**src/rtl/pipe_ctrl.sv**
```systemverilog
// Pipeline hold/flush controller: arbitrates stall sources and stretches Hold_Id after a redirect.
// Optional hold watchdog (hold_timeout_o, wdt_clr_i) is built when PIPE_CTRL_WDT_EN is defined.
module pipe_ctrl #(
  parameter int unsigned FLUSH_CYCLES = 1,
  parameter int unsigned WDT_LIMIT    = 1023
) (
  input  logic        clk,
  input  logic        rst,
  input  logic        jump_flag_i,
  input  logic [31:0] jump_addr_i,
  input  logic        hold_flag_ex_i,
  input  logic        hold_flag_rib_i,
  input  logic        hold_flag_clint_i,
`ifdef PIPE_CTRL_WDT_EN
  input  logic        wdt_clr_i,
  output logic        hold_timeout_o,
`endif
  output logic [2:0]  hold_flag_o,
  output logic        jump_flag_o,
  output logic [31:0] jump_addr_o
);

  typedef enum logic [1:0] {
    S_IDLE  = 2'd0,
    S_FLUSH = 2'd1,
    S_STALL = 2'd2
  } state_e;

  typedef enum logic [2:0] {
    HOLD_NONE = 3'd0,
    HOLD_PC   = 3'd1,
    HOLD_IF   = 3'd2,
    HOLD_ID   = 3'd3
  } hold_e;

  localparam logic [2:0] FLUSH_LOAD = 3'(FLUSH_CYCLES);
  localparam bit         FLUSH_EN   = (FLUSH_CYCLES != 0);

  if (FLUSH_CYCLES > 7 || WDT_LIMIT == 0 || WDT_LIMIT > 65535) begin : g_param_check
    $error("pipe_ctrl: parameter out of range");
  end

  state_e     state_q, state_d;
  logic [2:0] cnt_q, cnt_d;
  hold_e      hold_lvl;
  logic       any_hold;

  assign any_hold = hold_flag_ex_i | hold_flag_rib_i | hold_flag_clint_i;

  always_ff @(posedge clk or negedge rst) begin
    if (!rst) begin
      state_q <= S_IDLE;
      cnt_q   <= '0;
    end else begin
      state_q <= state_d;
      cnt_q   <= cnt_d;
    end
  end

  always_comb begin
    state_d = state_q;
    cnt_d   = cnt_q;
    unique case (state_q)
      S_IDLE, S_STALL: begin
        if (jump_flag_i && FLUSH_EN) begin
          state_d = S_FLUSH;
          cnt_d   = FLUSH_LOAD;
        end else begin
          state_d = any_hold ? S_STALL : S_IDLE;
        end
      end
      S_FLUSH: begin
        // A redirect inside the window restarts it rather than queueing a second one.
        if (jump_flag_i) begin
          cnt_d = FLUSH_LOAD;
        end else if (cnt_q <= 3'd1) begin
          cnt_d   = '0;
          state_d = any_hold ? S_STALL : S_IDLE;
        end else begin
          cnt_d = cnt_q - 3'd1;
        end
      end
      default: begin
        state_d = S_IDLE;
        cnt_d   = '0;
      end
    endcase
  end

  always_comb begin
    hold_lvl = HOLD_NONE;
    if (jump_flag_i || hold_flag_clint_i) begin
      hold_lvl = HOLD_ID;
    end else if (state_q == S_FLUSH) begin
      hold_lvl = HOLD_ID;
    end else if (hold_flag_ex_i) begin
      hold_lvl = HOLD_ID;
    end else if (hold_flag_rib_i) begin
      hold_lvl = HOLD_PC;
    end
  end

  // Outputs are combinational from inputs, so reset must gate them directly.
  assign hold_flag_o = rst ? hold_lvl : HOLD_NONE;
  assign jump_flag_o = rst & jump_flag_i;
  assign jump_addr_o = (rst && jump_flag_i) ? jump_addr_i : '0;

`ifdef PIPE_CTRL_WDT_EN
  localparam logic [15:0] WDT_LIM = 16'(WDT_LIMIT);

  logic [15:0] wdt_q, wdt_d;
  logic        timeout_q, timeout_d;

  always_ff @(posedge clk or negedge rst) begin
    if (!rst) begin
      wdt_q     <= '0;
      timeout_q <= 1'b0;
    end else begin
      wdt_q     <= wdt_d;
      timeout_q <= timeout_d;
    end
  end

  always_comb begin
    wdt_d     = wdt_q;
    timeout_d = timeout_q;
    if (wdt_clr_i || hold_lvl == HOLD_NONE) begin
      wdt_d = '0;
    end else if (wdt_q != '1) begin
      wdt_d = wdt_q + 16'd1;
    end
    if (wdt_clr_i) begin
      timeout_d = 1'b0;
    end else if (hold_lvl != HOLD_NONE && wdt_d == WDT_LIM) begin
      timeout_d = 1'b1;
    end
  end

  assign hold_timeout_o = timeout_q;
`endif

endmodule

```
**config.mk**
```make
export PLATFORM = sky130hd
export DESIGN_NAME = pipe_ctrl
export DESIGN_NICKNAME = d
export VERILOG_FILES = /design/src/rtl/pipe_ctrl.sv
export SDC_FILE = /design/constraint.sdc
export NUM_CORES = 1
export LEC_CHECK = 0
export ABC_CLOCK_PERIOD_IN_PS = 1400
export CAP_MARGIN = 20
export CORE_AREA = 2 2 39 41
export CTS_BUF_LIST = sky130_fd_sc_hd__clkbuf_8
export CTS_CLUSTER_SIZE = 40
export DETAILED_ROUTE_END_ITERATION = 8
export DIE_AREA = 0 0 41 43
export DONT_BUFFER_PORTS = 1
export PLACE_DENSITY = 0.56
export SLEW_MARGIN = 20
export SYNTH_ARGS = -nofsm -noshare
export SYNTH_HDL_FRONTEND = slang
export SYNTH_SLANG_ARGS = --single-unit
```
**constraint.sdc**
```tcl
create_clock -name clk -period 1.4 [get_ports clk]
set_input_delay 0.28 -clock clk [delete_from_list [all_inputs] [get_ports clk]]
set_output_delay 0.28 -clock clk [all_outputs]
set_load 0.05 [all_outputs]
```
# Word level (Yosys, flattened, before mapping)
# Index checks and enable logic that the tools add are counted.
# classes
add_sub_neg	1
n_mul	0
n_div	0
n_lt_le_gt_ge	1
eq_ne	5
shift	0
n_mux	15
n_bitwise	3
reduce_logical	5
# ops
op	count
two-way mux 32 bit	1
two-way mux 3 bit	5
two-way mux 2 bit	6
!= test 2 bit (second input constant)	3
case mux 3 bit (2 select lines)	1
case mux 2 bit (2 select lines)	1
less-or-equal comparator 3 x 1 -> 1 bit (second input constant)	1
subtractor 3 x 1 -> 3 bit (second input constant)	1
== test 2 x 1 -> 1 bit (second input constant)	1
== test 2 bit (second input constant)	1
zero test 2 bit	1
OR 1 bit	2
AND reduction 2 bit	1
OR reduction 2 bit	1
bitwise AND 1 bit	1
logical AND 1 bit	1
logical OR 1 bit	1
two-way mux 1 bit	1
# word_totals
ff_bits	5
latch_bits	0
ram_bits	0
rom_bits	0
input_bits	38
output_inout_bits	36
elab_cells	32
mem_count	0

# Depth between registers and ports, before layout
# depth
depth_word	6
depth_mapped	5
ltp_nobuf	5

# Worst setup path after synthesis
# OpenSTA, ideal clock, no wires.
# synth_path
path_type	reg-to-output
from	register state_q[0]
to	output port hold_flag_o[0]
arrival_ns	1.460
t_required_ns	1.120
setup_slack_ns	-0.340
stages_incl_launch_ff	4
path_buffers	0
path_cell_list	dfrtp_1 nor2b_4 o41a_1 a21o_1
# synth_between
elab_chain_cells	4
# synth_lines
item	line_no	rtl
start, declared	43	state_e state_q, state_d;
start signal, assigned	55	state_q <= state_d;
== test 2 x 1 -> 1 bit	94	end else if (state_q == S_FLUSH) begin
two-way mux 2 bit	94	
two-way mux 3 bit	92	if (jump_flag_i || hold_flag_clint_i) begin
two-way mux 3 bit	104	assign hold_flag_o = rst ? hold_lvl : HOLD_NONE;
end, declared	18	output logic [2:0] hold_flag_o,
# Every way passes these cells.

# Final worst setup path
# Ends and elaborated chain as after synthesis.

==> summary.txt <==
Power and ir drop
  – Switching share of power: around two fifths
  – Static leakage: roughly 0.00036 µW
  – Combinational power share: around 41%
  – Peak supply drop: 0.000664 V
  – Sequential power share: between 20% and 30%
  – Pwr/cell area: between 1000 and 1500 nW/µm²
  – Psw: 318 µW
  – Cell Int Power: about 440 µW
  – Clock share of power: a little over a third

Routing
  – WL per Instance: 14.5 µm
  – Antenna-violating nets left: 0
  – Starting DRT DRC Count: 6
  – Drt drc: 0
  – Total Wirelength: about 1.2 mm
  – Avg Vias per Cell: 6.12
  – DRT Pass-1 Iters: 2
  – Via count: 520

Floorplan
  – Die width: roughly 40 µm
  – Core Region: around 1400 µm²
  – Floorplan die height: approximately 43 µm
  – Top Ports: between 70 and 80
  – Row count: 14
  – Initial Util: ~38%
  – Die area: 1760 µm²

STA
  – Period minus WS final: 1.60 ns
  – Setup Skew: 0.00380 ns
  – Final period utilization: 114%
  – Final WS setup: -0.199 ns
  – Highest Clock Rate: roughly 630 MHz
  – Final TNS setup: -0.342 ns
  – Fin. Hold Viols: 0
  – Max Slew Vio Count: 0
  – Setup violations, final: 2
  – RSZ-0062 raised after global routing: true

Synthesis
  – Netlist cell types: 22
  – Syn Inst Count: 69
  – FF+latch count, synth: 5
  – Post-Syn Area per Cell: 7.71 µm²
  – Mapped Area: approximately 530 µm²
  – Yosys warning count: 0
  – Syn_nets: about 110
  – Post-synthesis sequential area ratio: a little under a quarter

Place
  – Dpl hpwl: slightly above 900 µm
  – Port bufs: 0
  – DP Area: about 550 µm²
  – Gpl congestion: slightly above 0.7

Status
  – Failing checks: negative setup slack
  – Status: finished, violations left

Clock network
  – Post_cts resized: 0
  – Clock root buffer: clkbuf_8
  – H-tree Lvls: 1
  – Worst-Skew Late Latency: roughly 0.23 ns
  – CTS buffer count: 3
  – Clock Sinks: 5
  – Clk pin slew, worst setup/hold paths: roughly 0.04 ns
  – CTS tree: done
  – Clock Tree Buf Depth: 2

Finish
  – Fin area: 609 µm²
  – Most frequent cells in the layout: 32 x and3_1, 5 x nand2_1, 5 x dfrtp_1
  – Ant diodes: 0
  – NumNets Final: 110
  – Area grow syn2layout: 14.6%
  – Share of cells above drive strength 1: 15.9%
  – Commonest non-fill, non-tap cell in the layout: and3_1

Setup path
  – WP data required: about 1.1 ns
  – Crit Path Category: flop to output port
  – Crit-path max FO: 2
  – Crit path launch type: flop
  – WP data arrival: 1.32 ns
  – Crit. End Element: output port

Global route
  – Global-route wire length before repair: 1.81 mm
  – Gr usage total: between 10% and 20%
  – Initial antenna violation count: 0
  – GRT overflow: 0
  – Vias in the first global route: 425
  – Largest net degree at the start of global routing: 40

Flow run
  – Max capacitance violation total: 0

Hold path
  – Hold Path Class: input pin to flop
-- logic make-up (layout without fill, tap and decap cells) --
group / count (synthesis) / count (layout) / synth area share (%)
simple gates: 41 / 41 / 46.8
fa+ha+maj: 2 / 2 / 4.71
compound gates: 9 / 9 / 14.1
xor+xnor: 1 / 1 / 1.65
flops: 5 / 5 / 23.5
buf+inv: 10 / 10 / 8.47
other cells: 1 / 1 / 0.705
-- power by group through the flow --
stage / Clock (µW) / Sequential (µW) / Combinational [µW]
3_3_place_gp: 0 / 186 / 306
2_1_floorplan: 0 / 186 / 290
5_1_grt: 282 / 189 / 335
3_5_place_dp: 0 / 188 / 308
4_1_cts: 275 / 186 / 314
6_report: 266 / 185 / 311
-- worst max-delay path: stages, from the launching register on --
cell     delay (ns)
dfrtp_1        0.36
nor2b_4        0.13
o41a_4         0.35
a21o_4         0.25
-- cells in the mapped netlist --
library cell | number | area (µm²)
xnor2_1 | 1 | 8.76
o211ai_1 | 1 | 7.51
inv_1 | 2 | 7.51
nor2b_4 | 1 | 13.8
and3_1 | 32 | 200
buf_4 | 1 | 7.51
buf_2 | 3 | 15.0
nand2_1 | 5 | 18.8
o41a_1 | 1 | 11.3
nand2b_1 | 1 | 6.26
and2_1 | 1 | 6.26
o21ba_2 | 1 | 10.0
dfrtp_1 | 5 | 125
conb_1 | 1 | 3.75
ha_1 | 2 | 25.0
a21o_1 | 1 | 7.51
clkbuf_1 | 4 | 15.0
a21oi_1 | 1 | 5.00
nor2_1 | 1 | 3.75
o31ai_1 | 2 | 15.0
o311a_1 | 1 | 10.0
o21ai_2 | 1 | 8.76
-- layer usage --
metal / GRT usage [%] / up-vias / part of all wire, %
li1: - / 248 / -
met1: 16.7 / 221 / 36
met2: 23.4 / 49 / 50
met3: 8.38 / 2 / 12
met4: 6.00 / 0 / 1.1
met5: 0 / - / 0
-- repair_timing --
action	in CTS	in global routing
pin swaps	0	0
setup endpoints to repair	2	2
setup buffers	0	0
endpoints found under the hold margin	5	0
hold buffers	1	0
-- per-stage QoR --
stage	cells	total power, µW	utilization (%)	worst slack, ns	hold WS [ns]
after global routing	85	806	44.0	-0.225	0.153
after CTS	85	775	44.0	-0.210	0.142
after global placement	80	493	40.1	0.0391	-0.0151
after floorplan	69	476	-	-0.125	-0.0156
final	85	762	44.0	-0.199	0.157
after detailed placement	80	496	40.1	0.0265	-0.0151
-- area by class of cell --
type | instances | area, µm²
clock inverter | 1 | 3.75
inverter | 2 | 7.51
multi-input combinational | 54 | 379
tap | 16 | 20.0
timing repair buffer | 4 | 32.5
sequential | 5 | 125
clock buffer | 3 | 41.3
fill | 142 | 774
-- registers in the layout (all words and copies together) (netlist names) --
name / cells
cnt_q: 3
state_q: 2
-- path summary, 6_finish.rpt --
path	from	endpoint	slack, ns	depth (start not counted)
max in group asynchronous	rst	state_q[1]$_DFFE_PN0P_	0.82	1
min in group asynchronous	rst	cnt_q[1]$_DFFE_PN0P_	0.36	1
max	state_q[0]$_DFFE_PN0P_	hold_flag_o[0]	-0.20	3
min reg2reg	cnt_q[1]$_DFFE_PN0P_	cnt_q[1]$_DFFE_PN0P_	0.51	2
min	jump_flag_i	cnt_q[2]$_DFFE_PN0P_	0.16	1
max reg2reg	cnt_q[0]$_DFFE_PN0P_	cnt_q[2]$_DFFE_PN0P_	0.14	4
No activity file was read; power rests on OpenSTA's default activity.
